[src/rtl/img_host_pkg.sv]
// img_host_pkg: shared image geometry and read-FSM state type
package img_host_pkg;
  localparam int IMG_AW = 14;
  localparam int IMG_DW = 8;
  localparam int IMG_DEPTH = 16384;
  typedef enum logic [1:0] {IDLE, READ, WAIT, RESP} rd_state_e;
endpackage

[src/rtl/img_host_responder_if.sv]
// img_host_responder_if: imgproc/SRAM-facing bus of the host responder
interface img_host_responder_if import img_host_pkg::*; ();
  logic request;
  logic [IMG_AW-1:0] orig_addr;
  logic [IMG_DW-1:0] orig_data;
  logic orig_ready;
  logic mem_rd;
  logic [IMG_AW-1:0] mem_addr;
  logic [IMG_DW-1:0] mem_rdata;
  logic imgproc_ready;
  logic [IMG_AW-1:0] imgproc_addr;
  logic [IMG_DW-1:0] imgproc_data;
  logic finish;
  logic res_we;
  logic [IMG_AW-1:0] res_addr;
  logic [IMG_DW-1:0] res_wdata;
  logic [IMG_AW:0] wr_cnt;
  logic done;
  modport slave(
    input request, orig_addr, mem_rdata, imgproc_ready, imgproc_addr, imgproc_data, finish,
    output orig_data, orig_ready, mem_rd, mem_addr, res_we, res_addr, res_wdata, wr_cnt, done
  );
  modport master(
    output request, orig_addr, mem_rdata, imgproc_ready, imgproc_addr, imgproc_data, finish,
    input orig_data, orig_ready, mem_rd, mem_addr, res_we, res_addr, res_wdata, wr_cnt, done
  );
endinterface

[src/rtl/img_res_sink.sv]
// img_res_sink: registers result writes, counts commits, flags completion
module img_res_sink import img_host_pkg::*; #(
  parameter int DEPTH = IMG_DEPTH
) (
  input  logic              clk,
  input  logic              rst,
  input  logic              imgproc_ready,
  input  logic [IMG_AW-1:0] imgproc_addr,
  input  logic [IMG_DW-1:0] imgproc_data,
  input  logic              finish,
  output logic              res_we,
  output logic [IMG_AW-1:0] res_addr,
  output logic [IMG_DW-1:0] res_wdata,
  output logic [IMG_AW:0]   wr_cnt,
  output logic              done
);
  logic res_we_d, res_we_q, done_d, done_q;
  logic [IMG_AW-1:0] res_addr_d, res_addr_q;
  logic [IMG_DW-1:0] res_wdata_d, res_wdata_q;
  logic [IMG_AW:0] wr_cnt_d, wr_cnt_q;
  // next write beat, saturating commit count and sticky completion
  always_comb begin
    res_we_d = imgproc_ready;
    res_addr_d = imgproc_ready ? imgproc_addr : res_addr_q;
    res_wdata_d = imgproc_ready ? imgproc_data : res_wdata_q;
    wr_cnt_d = (imgproc_ready && wr_cnt_q < (IMG_AW+1)'(DEPTH)) ? wr_cnt_q + 1'b1 : wr_cnt_q;
    done_d = done_q | finish;
  end
  // write-path registers
  always_ff @(posedge clk or posedge rst) begin
    if (rst) begin
      res_we_q <= 1'b0;
      res_addr_q <= '0;
      res_wdata_q <= '0;
      wr_cnt_q <= '0;
      done_q <= 1'b0;
    end else begin
      res_we_q <= res_we_d;
      res_addr_q <= res_addr_d;
      res_wdata_q <= res_wdata_d;
      wr_cnt_q <= wr_cnt_d;
      done_q <= done_d;
    end
  end
  assign res_we = res_we_q;
  assign res_addr = res_addr_q;
  assign res_wdata = res_wdata_q;
  assign wr_cnt = wr_cnt_q;
  assign done = done_q;
endmodule

[src/rtl/img_host_responder.sv]
// img_host_responder: serves imgproc source-pixel reads and forwards result writes
module img_host_responder import img_host_pkg::*; #(
  parameter int RD_LAT = 1,
  parameter int DEPTH = IMG_DEPTH
) (
  input logic clk,
  input logic rst,
  img_host_responder_if.slave bus
);
  rd_state_e state_d, state_q;
  logic [1:0] cnt_d, cnt_q;
  logic orig_ready_d, orig_ready_q, mem_rd_d, mem_rd_q;
  logic [IMG_DW-1:0] orig_data_d, orig_data_q;
  logic [IMG_AW-1:0] mem_addr_d, mem_addr_q;
  // read FSM: one SRAM strobe per request, response once the read latency has elapsed
  always_comb begin
    state_d = state_q;
    cnt_d = cnt_q;
    orig_data_d = orig_data_q;
    orig_ready_d = 1'b0;
    mem_rd_d = 1'b0;
    mem_addr_d = '0;
    case (state_q)
      IDLE: if (bus.request) begin
        state_d = READ;
        mem_rd_d = 1'b1;
        mem_addr_d = bus.orig_addr;
      end
      READ: begin
        state_d = RD_LAT == 1 ? RESP : WAIT;
        cnt_d = '0;
      end
      WAIT: begin
        state_d = cnt_q == 2'(RD_LAT - 2) ? RESP : WAIT;
        cnt_d = cnt_q + 1'b1;
      end
      RESP: begin
        state_d = IDLE;
        orig_ready_d = 1'b1;
        orig_data_d = bus.mem_rdata;
      end
      default: state_d = IDLE;
    endcase
  end
  // read-path registers
  always_ff @(posedge clk or posedge rst) begin
    if (rst) begin
      state_q <= IDLE;
      cnt_q <= '0;
      orig_data_q <= '0;
      orig_ready_q <= 1'b0;
      mem_rd_q <= 1'b0;
      mem_addr_q <= '0;
    end else begin
      state_q <= state_d;
      cnt_q <= cnt_d;
      orig_data_q <= orig_data_d;
      orig_ready_q <= orig_ready_d;
      mem_rd_q <= mem_rd_d;
      mem_addr_q <= mem_addr_d;
    end
  end
  assign bus.orig_data = orig_data_q;
  assign bus.orig_ready = orig_ready_q;
  assign bus.mem_rd = mem_rd_q;
  assign bus.mem_addr = mem_addr_q;
  img_res_sink #(.DEPTH(DEPTH)) u_sink (
    .clk(clk),
    .rst(rst),
    .imgproc_ready(bus.imgproc_ready),
    .imgproc_addr(bus.imgproc_addr),
    .imgproc_data(bus.imgproc_data),
    .finish(bus.finish),
    .res_we(bus.res_we),
    .res_addr(bus.res_addr),
    .res_wdata(bus.res_wdata),
    .wr_cnt(bus.wr_cnt),
    .done(bus.done)
  );
endmodule

[src/flat_wrapper.sv]
// flat-port wrapper written by rule: the top's interface ports become plain ports
module img_host_responder_flat import img_host_pkg::*;
#(
  parameter int RD_LAT = 1,
  parameter int DEPTH = IMG_DEPTH
)
  (clk, rst, bus_request, bus_orig_addr, bus_mem_rdata, bus_imgproc_ready, bus_imgproc_addr, bus_imgproc_data, bus_finish, bus_orig_data, bus_orig_ready, bus_mem_rd, bus_mem_addr, bus_res_we, bus_res_addr, bus_res_wdata, bus_wr_cnt, bus_done);
  img_host_responder_if bus_i ();
  input logic clk;
  input logic rst;
  input wire logic [$bits(bus_i.request)-1:0] bus_request;
  input wire logic [$bits(bus_i.orig_addr)-1:0] bus_orig_addr;
  input wire logic [$bits(bus_i.mem_rdata)-1:0] bus_mem_rdata;
  input wire logic [$bits(bus_i.imgproc_ready)-1:0] bus_imgproc_ready;
  input wire logic [$bits(bus_i.imgproc_addr)-1:0] bus_imgproc_addr;
  input wire logic [$bits(bus_i.imgproc_data)-1:0] bus_imgproc_data;
  input wire logic [$bits(bus_i.finish)-1:0] bus_finish;
  output wire logic [$bits(bus_i.orig_data)-1:0] bus_orig_data;
  output wire logic [$bits(bus_i.orig_ready)-1:0] bus_orig_ready;
  output wire logic [$bits(bus_i.mem_rd)-1:0] bus_mem_rd;
  output wire logic [$bits(bus_i.mem_addr)-1:0] bus_mem_addr;
  output wire logic [$bits(bus_i.res_we)-1:0] bus_res_we;
  output wire logic [$bits(bus_i.res_addr)-1:0] bus_res_addr;
  output wire logic [$bits(bus_i.res_wdata)-1:0] bus_res_wdata;
  output wire logic [$bits(bus_i.wr_cnt)-1:0] bus_wr_cnt;
  output wire logic [$bits(bus_i.done)-1:0] bus_done;
  assign bus_i.request = bus_request;
  assign bus_i.orig_addr = bus_orig_addr;
  assign bus_i.mem_rdata = bus_mem_rdata;
  assign bus_i.imgproc_ready = bus_imgproc_ready;
  assign bus_i.imgproc_addr = bus_imgproc_addr;
  assign bus_i.imgproc_data = bus_imgproc_data;
  assign bus_i.finish = bus_finish;
  assign bus_orig_data = bus_i.orig_data;
  assign bus_orig_ready = bus_i.orig_ready;
  assign bus_mem_rd = bus_i.mem_rd;
  assign bus_mem_addr = bus_i.mem_addr;
  assign bus_res_we = bus_i.res_we;
  assign bus_res_addr = bus_i.res_addr;
  assign bus_res_wdata = bus_i.res_wdata;
  assign bus_wr_cnt = bus_i.wr_cnt;
  assign bus_done = bus_i.done;
  img_host_responder #(.RD_LAT(RD_LAT), .DEPTH(DEPTH)) u_core (.clk(clk), .rst(rst), .bus(bus_i));
endmodule
[config.mk]
export PLATFORM = sky130hd
export DESIGN_NAME = img_host_responder_flat
export DESIGN_NICKNAME = d
export VERILOG_FILES = /design/src/rtl/img_host_pkg.sv /design/src/rtl/img_host_responder_if.sv /design/src/rtl/img_res_sink.sv /design/src/rtl/img_host_responder.sv /design/src/flat_wrapper.sv
export SDC_FILE = /design/constraint.sdc
export NUM_CORES = 1
export LEC_CHECK = 0
export CORE_ASPECT_RATIO = 0.8
export CORE_UTILIZATION = 38
export DETAILED_ROUTE_END_ITERATION = 6
export PLACE_DENSITY = 0.81
export SETUP_SLACK_MARGIN = 0.2
export SYNTH_ARGS = -nofsm -noshare
export SYNTH_HDL_FRONTEND = slang
export SYNTH_SLANG_ARGS = --single-unit
[constraint.sdc]
create_clock -name clk -period 1.8 [get_ports clk]
set_input_delay 0.18 -clock clk [delete_from_list [all_inputs] [get_ports clk]]
set_output_delay 0.18 -clock clk [all_outputs]
set_load 0.05 [all_outputs]
# After elaboration in Yosys (flattened, before gate mapping)
# Cells that the tools add are included.
[totals]
ff_bits = 67
inputBits = 49
out_inout_bits = 63
word_cells = 32
[classes]
n_addsub = 2
n_lt_le_gt_ge = 1
n_eq_ne = 5
n_mux = 9
bitwise = 1
reduce_logical = 3
[ops]
columns = ["cell", "count"]
rows = [
  ["14-bit 2-to-1 mux", 2],
  ["15-bit by 1-bit adder with 15-bit output, second input constant", 1],
  ["15-bit less-than comparator, second input constant", 1],
  ["2-bit one-hot mux with 4 select lines", 1],
  ["2-bit == test, second input constant", 3],
  ["1-bit 2-to-1 mux", 4],
  ["2-bit one-hot mux with 2 select lines", 1],
  ["2-bit by 1-bit adder with 2-bit output, second input constant", 1],
  ["2-bit by 1-bit == test with 1-bit output, second input constant", 1],
  ["2-bit zero test", 1],
  ["2-bit 2-to-1 mux", 1],
  ["2-bit inequality test, second input constant", 1],
  ["2-bit nonzero test", 1],
  ["1-bit logical AND", 1],
  ["1-bit bitwise OR", 1],
]

# Depth between registers and ports, before layout
# Gate-level depths: netlist of run 1.
[depth]
word_depth = 3
mapped_depth = 5
mapped_depth_nobuf = 5

# By module
# Synthesis of run 1 repeated with hierarchy kept, for this count alone.
[hier_totals]
cells_unflattened = 180
area_unflattened_um2 = 2653.8
[by_module_without_submodules]
columns = ["mod", "n_inst", "cells_per_inst", "area_each_um2", "seq_area_each_um2"]
rows = [
  ["img_res_sink", 1, 108, 1612.8, 975.9],
  ["img_host_responder", 1, 72, 1041.0, 700.7],
]

# Worst setup path before layout of run 1
# OpenSTA, ideal clock, no wires.
[synth_timing]
kind = "register to register"
from = "register u_core.u_sink.wr_cnt_q[0], in the netlist u_core.u_sink.wr_cnt[0]"
to = "register u_core.u_sink.wr_cnt_q[10], in the netlist u_core.u_sink.wr_cnt[10]"
setup_ns = 0.146
arrival_time_ns = 1.400
required_ns = 1.654
setup_slack_ns = 0.254
stages_incl_launch_ff = 5
n_path_buf = 0
period_less_slack_ns = 1.546
path_cell_list = "dfrtp_1 ha_1 nand3_1 nor4_1 xor2_1"
[synth_via]
elab_chain_cells = 2
elab_cells_between_ends = 3
cone_classes = "add/sub: 1; order compare: 1; reduce/logical: 1"
[synth_lines]
columns = ["item", "line_no", "source"]
rows = [
  ["from (decl)", "img_res_sink.sv:20", "logic [IMG_AW:0] wr_cnt_d, wr_cnt_q;"],
  ["from (signal assigned)", "img_res_sink.sv:41", "wr_cnt_q <= wr_cnt_d;"],
  ["15-bit less-than comparator", "img_res_sink.sv:26", "wr_cnt_d = (imgproc_ready && wr_cnt_q < (IMG_AW+1)'(DEPTH)) ? wr_cnt_q + 1'b1 : wr_cnt_q;"],
  ["1-bit logical AND", "img_res_sink.sv:26", ""],
]
# Parallel ways exist; a longest one is shown, timed or not.
# A chain may end at the register's enable or synchronous reset.

# Worst setup path in the final report of run 1
[layout_timing]
from = "register u_core.u_sink.wr_cnt_q[4], in the netlist u_core.u_sink.wr_cnt[4]"
to = "output bus_wr_cnt[4]"
[layout_rtl]
columns = ["item", "line_no", "source"]
rows = [
  ["to (decl)", "flat_wrapper.sv:25", "output wire logic [$bits(bus_i.wr_cnt)-1:0] bus_wr_cnt;"],
]
# No word-level cell between the ends.

==> results of run 1 <==
routing by layer:
layer	GRT usage (%)	up-vias	wire [µm]
met1	20.0	895	2260
met3	6.79	7	414
met2	28.1	71	2660
met4	5.13	0	59
met5	0	-	0
li1	-	867	-
cells in the mapped netlist (2+ instances only):
master and count:
o21ai_0 3, xor2_1 6, inv_1 6, and3_1 14, dfrtp_1 67, nand3b_1 2
buf_2 3, nor4_1 5, nand2b_1 2, ha_1 5, nand2_1 7, nand4_1 4
nand3_1 3, mux2_2 30, clkbuf_1 3, nor3_1 2, xnor2_1 7
report_power, final:
group          leakage (nW)  internal, mW  total, mW  switching [mW]
clock network         0.113         0.854       1.39           0.541
logic                  1.00         0.719       2.20            1.48
registers             0.826          1.83       2.06           0.228
total                  1.94          3.40       5.65            2.25
flip-flops by register name (all words and copies together) (netlist names):
name                     flops
u_core.state_q               2
u_core.bus.mem_rd            1
u_core.u_sink.res_we         1
u_core.u_sink.res_wdata      8
u_core.bus.mem_addr         14
u_core.u_sink.done           1
u_core.bus.orig_ready        1
u_core.cnt_q                 2
u_core.u_sink.wr_cnt        15
u_core.bus.orig_data         8
u_core.u_sink.res_addr      14
worst register-to-register path: stages, from the launching register on:
cell	delay [ps]
dfrtp_1	430
nand3b_1	280
nor4_1	410
xor2_1	170
final cells by class:
| class | count | area, µm² | area share (%) |
|---|---|---|---|
| Tap cell | 84 | 105 | 2.65 |
| Timing Repair Buffer | 115 | 1080 | 27.4 |
| Sequential cell | 67 | 1680 | 42.3 |
| Clock buffer | 12 | 155 | 3.91 |
| Inverter | 6 | 26.3 | 0.662 |
| Multi-Input combinational cell | 101 | 846 | 21.3 |
| Clock inverter | 4 | 72.6 | 1.83 |
cell families (layout without fill, tap and decap cells):
logic type,Yosys count,in the layout
compound gates,6,6
xor+xnor,13,13
fa+ha+maj,5,5
buf+inv,12,137
flops,67,67
mux,31,31
simple gates,46,46
path summary, 6_finish.rpt:
check                                          from                        to  slack (ps)  depth (start not counted)
min in group clk                         bus_finish        u_core.u_sink.done         420                          2
hold reg to reg                  u_core.u_sink.done        u_core.u_sink.done         470                          1
hold / removal                                  rst   u_core.u_sink.wr_cnt[1]         270                          3
setup reg to reg           u_core.u_sink.wr_cnt[14]  u_core.u_sink.wr_cnt[11]         440                          3
max in group asynchronous                       rst    u_core.bus.mem_addr[0]        1310                          3
setup / recovery            u_core.u_sink.wr_cnt[4]             bus_wr_cnt[4]         280                          1
repair_timing:
action,in CTS,in global routing
resized for setup,61,1
setup endpoints to repair,61,2
hold endpoints to repair,0,0
==> summary.md, run 1 <==
Synthesis instantiated 28 different standard cells from the library. The later pin in the worst-skew pair is clocked with a latency of 330 ps. The count of buffers from port buffering was 111. At the pin with the least slew margin, the transition time is 511 ps. Arrival time at the worst endpoint: 1340 ps. The floorplan step defined a die boundary enclosing 7090 µm². Global routing used 16.7% of the available tracks across all layers. After clock tree synthesis, the clock-pin slew on the worst setup and hold paths is 70 ps.

The library cell occupying the most area in the post-synthesis netlist was dfrtp_1. The final layout contains routed wiring with a total length of 5400 µm. Of all nets on the critical path, the largest fanout is 4.

The signal on the critical path passes through dlygate4sd2_1. For the initial core utilization, the log shows 39.7%. Of the total synthesized cell area, the portion taken by AND, OR, NAND and NOR gates is 11.1%. The die is 93.9 µm wide. The buffer and inverter count on the worst path is 1. The number of setup buffers added after CTS is 0. Once routing completed, OpenROAD measured the worst setup slack at 278 ps.

In the routed design, unresolved DRC markers number 0. The synthesized netlist occupies a cell area of 2570 µm². The worst setup slack after placement came out at 121 ps. Dividing the detail-routed wire length by the instance count gives 13.9 µm. The cell type group with the largest total delay on the critical path is buffers and inverters. TritonCTS built the clock tree. After synthesis, the largest family of logic cells by area is multiplexers. Total number of H-tree levels: 3. The tools report the cell at the root of the clock tree as clkbuf_8. The placed instances occupy a cell area of 3810 µm². For the buffer levels on the longest clock path, the log shows 2.

Measured on the finished design, the core utilization comes to 61.3%. The number of antenna diodes in the final layout is 0. The final standard cell count with taps included and fillers excluded is 389, and the final layout net count is 354.

From synthesis to final layout, the design area changed by 54.4%. The delay of the slowest cell on the worst path works out to 560 ps. Headroom to the max-slew limit came out at 66.1%. The logs give 568 for the number of fill cells and 4 for the total iterations of the first detailed-routing run. The number of nets handed over by synthesis was 234. After floorplanning, the core was sized to cover 6470 µm².

With fillers left out, the area of the finished cells amounts to 3970 µm². By area the synthesized netlist is led by dfrtp_1, mux2_2, and3_1. The total power per unit cell area is 1430 nW/µm², and the number of max-cap violations is 0. The number of routed nets with antenna violations was 0. The library cell contributing the largest single delay on the critical path is dlygate4sd2_1. Share of flip-flops with an asynchronous set or reset after synthesis: 100%.

Across the VDD grid, the largest voltage drop is 746 µV. In this run, CTS created clock tree buffers numbering 9. For the final number of max-transition violations, the log shows 0.

Detailed placement finished with a half-perimeter wire length of 3880 µm. The first global-routing pass estimated 8940 µm of wire. The number of antenna violations at the first check in global routing was 0.

The floorplan has 26 rows. The Yosys step of the flow raised 0 warnings. Share of the synthesized area in compound gates (AO/OA/AOI/OAI): 1.36%.

STA classifies the critical path endpoint as a primary output. After detailed routing, the number of vias per cell comes to 4.73. The congestion estimate from routability-driven global placement came to 0.752. Hold repair after CTS inserted 0 buffers. The maximum clock frequency came out at 657 MHz. For this run the aggregate overflow at the end of global routing stands at 0.

Summing the areas of all fa, ha and maj instances in the mapped netlist gives 2.44% of the synthesized area. The final critical path takes up 84.6% of the cycle. The nature of the critical path startpoint was a flop.

Setup violations remaining at the end of the flow were counted as 0. The final-report hold violation count came out at 0. Among all flip-flop cells after synthesis, the most frequent one is dfrtp_1. Measured against the total synthesized area, the mux share comes to 13.5%. The final setup skew is 7.66 ps, and the number of global-route vias before repair is 1890.

The final route contains 1840 vias. The top cell type by area accounts for 65.3% of the synthesized area. The run finished with clean final reports. After the first detailed-routing iteration, the DRC count stood at 45. Leaving out fill and tap cells, the most frequent cell in the layout is dfrtp_1. For the leakage dissipation, the log shows 1.94 nW.

In the final timing run, aggregate negative setup slack is 0 ps. For this design, the sink count on the clock tree is 67. The path class of the tightest hold or removal check is primary input to asynchronous set/reset pin. The cell count after placement came out at 373. The fraction of final layout cells with drive strength greater than 1 is 18.0%, and the number of cells produced by synthesis is 180.

Number of storage elements in the synthesis netlist: 67. The worst setup path is of the flop to primary output kind. After layout, the minimum clock period comes to 1520 ps. For the worst setup path, the data required time is 1620 ps.

Entering global routing, the biggest net connects 48 pins. For the sequential area share after synthesis, the log shows 65.3%. Setup repair after global routing left no endpoint under its margin.

In this run, synthesis inferred 0 flip-flops with an integrated enable. The die boundary height works out to 75.5 µm. The xor and xnor area share after synthesis works out to 4.43%. Leaving out fill and tap cells, the most frequent cells in the layout are dfrtp_1, dlygate4sd2_1, clkdlybuf4s50_1, mux2_2, and3_1. The mean instance size in the synthesized netlist is 14.3 µm², and the worst hold slack after final layout is 270 ps. 112 I/O pins were placed. The completed layout was analyzed and its total power is 5.65 mW.
No activity file was read; power rests on OpenSTA's default activity.
==> run 2: changes to the inputs <==
--- a/config.mk
+++ b/config.mk
@@ -6,9 +6,9 @@
 export NUM_CORES = 1
 export LEC_CHECK = 0
 export CORE_ASPECT_RATIO = 0.8
-export CORE_UTILIZATION = 38
+export CORE_UTILIZATION = 42
 export DETAILED_ROUTE_END_ITERATION = 6
-export PLACE_DENSITY = 0.81
+export PLACE_DENSITY = 0.85
 export SETUP_SLACK_MARGIN = 0.2
 export SYNTH_ARGS = -nofsm -noshare
 export SYNTH_HDL_FRONTEND = slang
==> constraint.sdc (replaced) <==
create_clock -name clk -period 1.5 [get_ports clk]
set_input_delay 0.15 -clock clk [delete_from_list [all_inputs] [get_ports clk]]
set_output_delay 0.15 -clock clk [all_outputs]
set_load 0.05 [all_outputs]
==> summary.md, run 2 (synthesized netlist as in run 1, its figures left out) <==
Number of global-route vias before repair: 1890. The worst setup path is of the flop to flop kind. The core region is 5910 µm².

The critical-path maximum fanout is 9, and the final layout net count is 366. The initial core utilization is 43.4%, and the count of buffers from port buffering is 111. TritonCTS created 9 clock buffers. In this design, the stage delay of the slowest critical-path cell is 430 ps. The tools report the number of fill cells as 404. For this run the aggregate overflow at the end of global routing stands at 0. The completed layout was analyzed and its total power is 6.86 mW. The final-report hold violation count was 0. The tools report the cell at the root of the clock tree as clkbuf_8.

The number of DRC markers in iteration 0 is 58. The run gives 0 as the number of remaining DRC errors. For the routability congestion estimate from global placement, the log shows 0.784.

The tools report the maximum clock frequency as 767 MHz. The number of max-cap violations is 0, and the growth of design area from synthesis to finish is 57.6%. The signal on the critical path passes through nand4_4, nor4_2, xor2_1.

The die boundary height is 72.0 µm, and the count of vias placed by the detailed router is 1893. Once routing completed, OpenROAD measured the worst setup slack at 197 ps. Data on the critical path is required at its endpoint by 1760 ps. The total number of H-tree levels is 3. The clock passes through at most 2 buffers. The area after detailed placement was 3730 µm²; the total of endpoints with negative setup slack in the final report was 0.

Detailed placement ended at an HPWL of 4010 µm. The tools report the cell count after placement as 374. The shortest clock period the worst path allows after layout came out at 1300 ps.

After clock tree synthesis, the clock-pin slew on the worst setup and hold paths is 70 ps. The floorplan step defined a die boundary enclosing 6430 µm². The tools report the leakage dissipation as 1.92 nW. The number of antenna violations at the first check in global routing came out at 0. The slowest stage of the critical path is the dfrtp_2 cell.

The nature of the critical path startpoint is a flop. For this run, the total global-route usage over all layers was measured as 18.6%. The total iterations of the first detailed-routing run was 4; the horizontal extent of the die was 89.4 µm. The total power per unit cell area is 1700 nW/µm², and the per-cell via count in the routed design is 4.76.

The flow ran to the end, and the final reports show no timing, DRC or antenna violations. The worst pin sits at a relative slew slack of 72.1%. The library cells used most frequently in the layout, excluding fill and tap cells, are buf_4, dfrtp_1, clkdlybuf4s50_1, mux2_2, and3_1. In this run the worst setup path begins at u_core.u_sink.wr_cnt[4].

Prior to clock tree synthesis, the placed netlist has a worst setup slack of -46.9 ps. TritonCTS built the clock tree. The final core utilization was 68.5%.

Setup repair after global routing could not meet its margin everywhere. The wire length of the first global-routing pass is 8770 µm. In this run the worst hold path is classified as primary input to asynchronous set/reset pin. The final number of max-transition violations came out at 0. The register with the most flip-flops in the layout has 15 of them. Wires add up to 5840 µm. Dividing the detail-routed wire length by the instance count gives 14.7 µm. STA classifies the critical path endpoint as a flop. The placement row count was 25; the count of antenna diodes in the layout was 0. For the worst setup path, the data arrival time is 1560 ps. The tools report the final setup skew as 6.53 ps. Entering global routing, the biggest net connects 35 pins. For the pin with the worst max-slew slack, the measured transition is 418 ps.

The most common cell after layout, fill and taps aside is buf_4. Cells with a size suffix above 1 make up 46.4% of the layout. Hold repair after CTS inserted 0 buffers. CTS saw 67 sinks.

The detail route stage leaves a number of antenna-violating nets equal to 0. The portion of the clock cycle consumed by the worst path in the final layout came out at 86.9%. The worst register-to-register path begins at u_core.u_sink.wr_cnt[4]. The count of boundary I/O pins was 112. The later pin in the worst-skew pair is clocked with a latency of 330 ps. The logs give 4050 µm² for the final standard cell area without fillers and 1170 µV for the largest voltage drop on the vdd net. For this run, the number of standard cells in the final layout without fillers is 398.
-- run 2: worst paths after layout --
path	end	slack [ps]	cells past startpoint
min in group clk	u_core.u_sink.done	400	2
min	u_core.u_sink.res_addr[2]	200	3
min reg2reg	u_core.u_sink.done	480	1
max reg2reg	u_core.u_sink.wr_cnt[11]	200	3
max in group asynchronous	u_core.u_sink.wr_cnt[3]	870	3
max	u_core.u_sink.wr_cnt[11]	200	3
-- run 2: critical path: cells and delay by family (launching register included) --
kind	cells	cell delay [ps]
and+or+nand+nor	2	640
DFF	1	430
xor gates and xnor gates	1	170
-- run 2: metrics by stage --
step                      TNS (ps)  hold slack, ps
after floorplan                  0             181
after global placement       -48.7             451
after detailed placement      -135             464
after CTS                        0             193
after global routing             0             207
final                            0             195
-- run 2: layout make-up --
cell class,instances,area [µm²],area share [%]
flip-flops and latches,67,1690,41.7
repair buffers,127,1120,27.6
multi-input cells,101,930,23.0
clock buffers,14,173,4.26
well taps,81,101,2.50
inverters,6,26.3,0.649
clock inverters,2,10.0,0.247
-- run 2: where the power goes --
part | leakage, nW | switching [mW] | internal [mW]
sequential | 0.812 | 0.313 | 2.22
clock | 0.0965 | 0.638 | 0.732
combinational | 1.01 | 1.83 | 1.13
total | 1.92 | 2.79 | 4.08
-- run 2: metal layers --
| layer | track usage, % | up-vias | part of all wire, % |
|---|---|---|---|
| li1 | - | 891 | - |
| met4 | 8.64 | 0 | 1.6 |
| met3 | 7.28 | 9 | 6.0 |
| met1 | 21.7 | 922 | 42 |
| met2 | 30.4 | 71 | 51 |
| met5 | 0 | - | 0 |
-- run 2: timing repair --
| action | CTS | global route |
|---|---|---|
| setup endpoints to repair | 12 | 8 |
| gates resized for setup | 5 | 8 |
| buffers inserted | 2 | 6 |
| cloned | 0 | 0 |
| pin swaps | 1 | 5 |
==> run 3: changes to the inputs <==
--- a/config.mk
+++ b/config.mk
@@ -8,7 +8,7 @@
 export CORE_ASPECT_RATIO = 0.8
 export CORE_UTILIZATION = 42
 export DETAILED_ROUTE_END_ITERATION = 6
-export PLACE_DENSITY = 0.85
+export PLACE_DENSITY = 0.8
 export SETUP_SLACK_MARGIN = 0.2
 export SYNTH_ARGS = -nofsm -noshare
 export SYNTH_HDL_FRONTEND = slang
==> summary.md, run 3 (synthesized netlist as in run 1, its figures left out) <==
In this run the vertical extent of the chip is 72.0 µm. The total iterations of the first detailed-routing run was 6. Row generation in the floorplan step produced 25 rows. The largest net degree at the start of global routing came out at 45. For the count of antenna diodes in the layout, the log shows 0. For this run, the post-layout net count is 366. The run gives 0 as the final-report hold violation count. Routability-driven placement finished with a final weighted congestion of 0.740.

Buffer levels on the longest clock path: 2. The H-tree was split into 3 levels. At the later pin of the worst-skew pair, clock insertion delay measures 330 ps.

The per-cell via count in the routed design is 4.73, and the number of buffers created by CTS is 9. Relative to the synthesized area, the layout overhead comes to 59.0%. The tools report the placeable core area as 5910 µm². VDD sags by at most 1240 µV.

The number of antenna violations at the first check in global routing was 0. The HPWL after detailed placement was 3890 µm; the aggregate global-route resource usage was 18.5%. The setup path with the least slack is of type flop to flop. The worst setup path is launched from a flop. For the met2 routing resource usage after global routing, the log shows 30.4%.

The flow ran to the end, and the final reports show no timing, DRC or antenna violations. After layout, the design draws a total of 7.14 mW. In this run the clock root is driven by a clkbuf_8. Global routing consumed, on the met3 layer, 6.14% of the routing resources. In the global route stage, met1 resource usage came out at 21.9%.

The library cell used most frequently in the layout, excluding fill and tap cells, is buf_4. Input and output buffers added on the ports amount to 111. The register with the most flip-flops in the layout has 15 of them.

Summing over every cut layer, the via total after detailed routing is 1884. Final hold analysis gives a worst-case slack of 217 ps. The arrival time at the worst endpoint was 1630 ps; the pin slew with the least headroom to its limit was 296 ps.

Category of the worst setup path capture point: a flop. The library cells used most frequently in the layout, excluding fill and tap cells, are buf_4, dfrtp_1, clkdlybuf4s50_1, mux2_2, and3_1. During I/O placement, the number of pins put on the boundary was 112. For the worst setup path, the data required time is 1780 ps. The post-detailed-route wirelength per cell is 14.2 µm, and the total of endpoints with negative setup slack in the final report is 0. Setup repair after global routing could not meet its margin everywhere. The fraction of final layout cells with drive strength greater than 1 is 46.7%, and the number of routed nets with antenna violations is 0. In the routed design, unresolved DRC markers number 0. For this design, the sink count on the clock tree is 67. Of all nets on the critical path, the largest fanout is 5.

In this run, placement finished with an instance count of 375. Dividing the final minimum period by the clock period gives 90.4%. The logs give 398 for the final standard cell count with taps included and fillers excluded and 43.4% for the initial core utilization.

Number of DRC markers in iteration 0: 94. The run gives 0 as the final number of max-transition violations. The total power per unit cell area was 1750 nW/µm². Number of fill cells: 418. After clock tree synthesis, the clock-pin slew on the worst setup and hold paths is 70 ps. The number of global-route vias before repair was 1875; the leakage dissipation was 1.94 nW.

For the final setup skew, the log shows 7.23 ps. TritonCTS built the clock tree. The shortest clock period the worst path allows after layout came out at 1360 ps. Timing would allow up to 737 MHz. For this block, the routed nets add up to 5640 µm of wire. The path class of the tightest hold or removal check is primary input to asynchronous set/reset pin. The run gives 0 as the number of max-cap violations. The global routing stage identified its most utilized layer as met2. The die covers 6430 µm².

For this run the aggregate overflow at the end of global routing stands at 0. The horizontal extent of the die works out to 89.4 µm. For the normalized max-slew margin, the log shows 80.2%.

The wire length of the first global-routing pass is 8730 µm.
-- run 3: report_power, final --
| part | switching (mW) | internal [mW] |
|---|---|---|
| Combinational | 1.84 | 1.09 |
| Sequential | 0.333 | 2.22 |
| Clock | 0.681 | 0.980 |
-- run 3: worst paths after layout --
check | startpoint | depth (start not counted) | slack (ps) | to
setup reg to reg | u_core.u_sink.wr_cnt[14] | 4 | 140 | u_core.u_sink.wr_cnt[14]
setup / recovery | u_core.u_sink.wr_cnt[14] | 4 | 140 | u_core.u_sink.wr_cnt[14]
hold / removal | rst | 3 | 220 | u_core.u_sink.wr_cnt[0]
max in group asynchronous | rst | 3 | 1010 | u_core.bus.orig_data[3]
hold reg to reg | u_core.u_sink.done | 1 | 480 | u_core.u_sink.done
min in group clk | bus_finish | 2 | 380 | u_core.u_sink.done
-- run 3: through the flow --
| step | utilization [%] | setup TNS [ps] | setup slack (ps) | cell area, µm² |
|---|---|---|---|---|
| floorplan | - | 0 | 123 | 2610 |
| global placement | 63.0 | -108 | -46.8 | 3730 |
| detailed placement | 63.0 | -230 | -131 | 3730 |
| CTS | 67.3 | 0 | 160 | 3980 |
| global route | 69.1 | 0 | 82.7 | 4090 |
| finish | 69.1 | 0 | 144 | 4090 |
-- run 3: layer usage --
layer,up-vias,routed length (µm)
met5,-,0
met4,0,65
met3,7,310
met2,57,2870
met1,931,2390
li1,889,-
-- run 3: cell type report --
type	instances	area, µm²	share of cell area [%]
clock inverter	6	88.8	2.17
tap	81	101	2.48
inverter	6	26.3	0.643
sequential	67	1690	41.4
timing repair buffer	126	1090	26.8
clock buffer	10	138	3.37
multi-input combinational	102	946	23.2
-- run 3: worst max-delay path, stage by stage, from the launching register on --
cell and delay [ps]:
dfrtp_2 430, nand3b_1 250, buf_6 190, nor4_2 270
a21o_1 150
-- run 3: timing repair --
item / 4_1_cts / 5_1_grt
endpoints found under the hold margin: 0 / 0
endpoints found under the setup margin: 4 / 8
setup buffers: 1 / 5
gates cloned: 0 / 1
hold buffers: 0 / 0
gates resized for setup: 4 / 8
pin swaps: 2 / 5
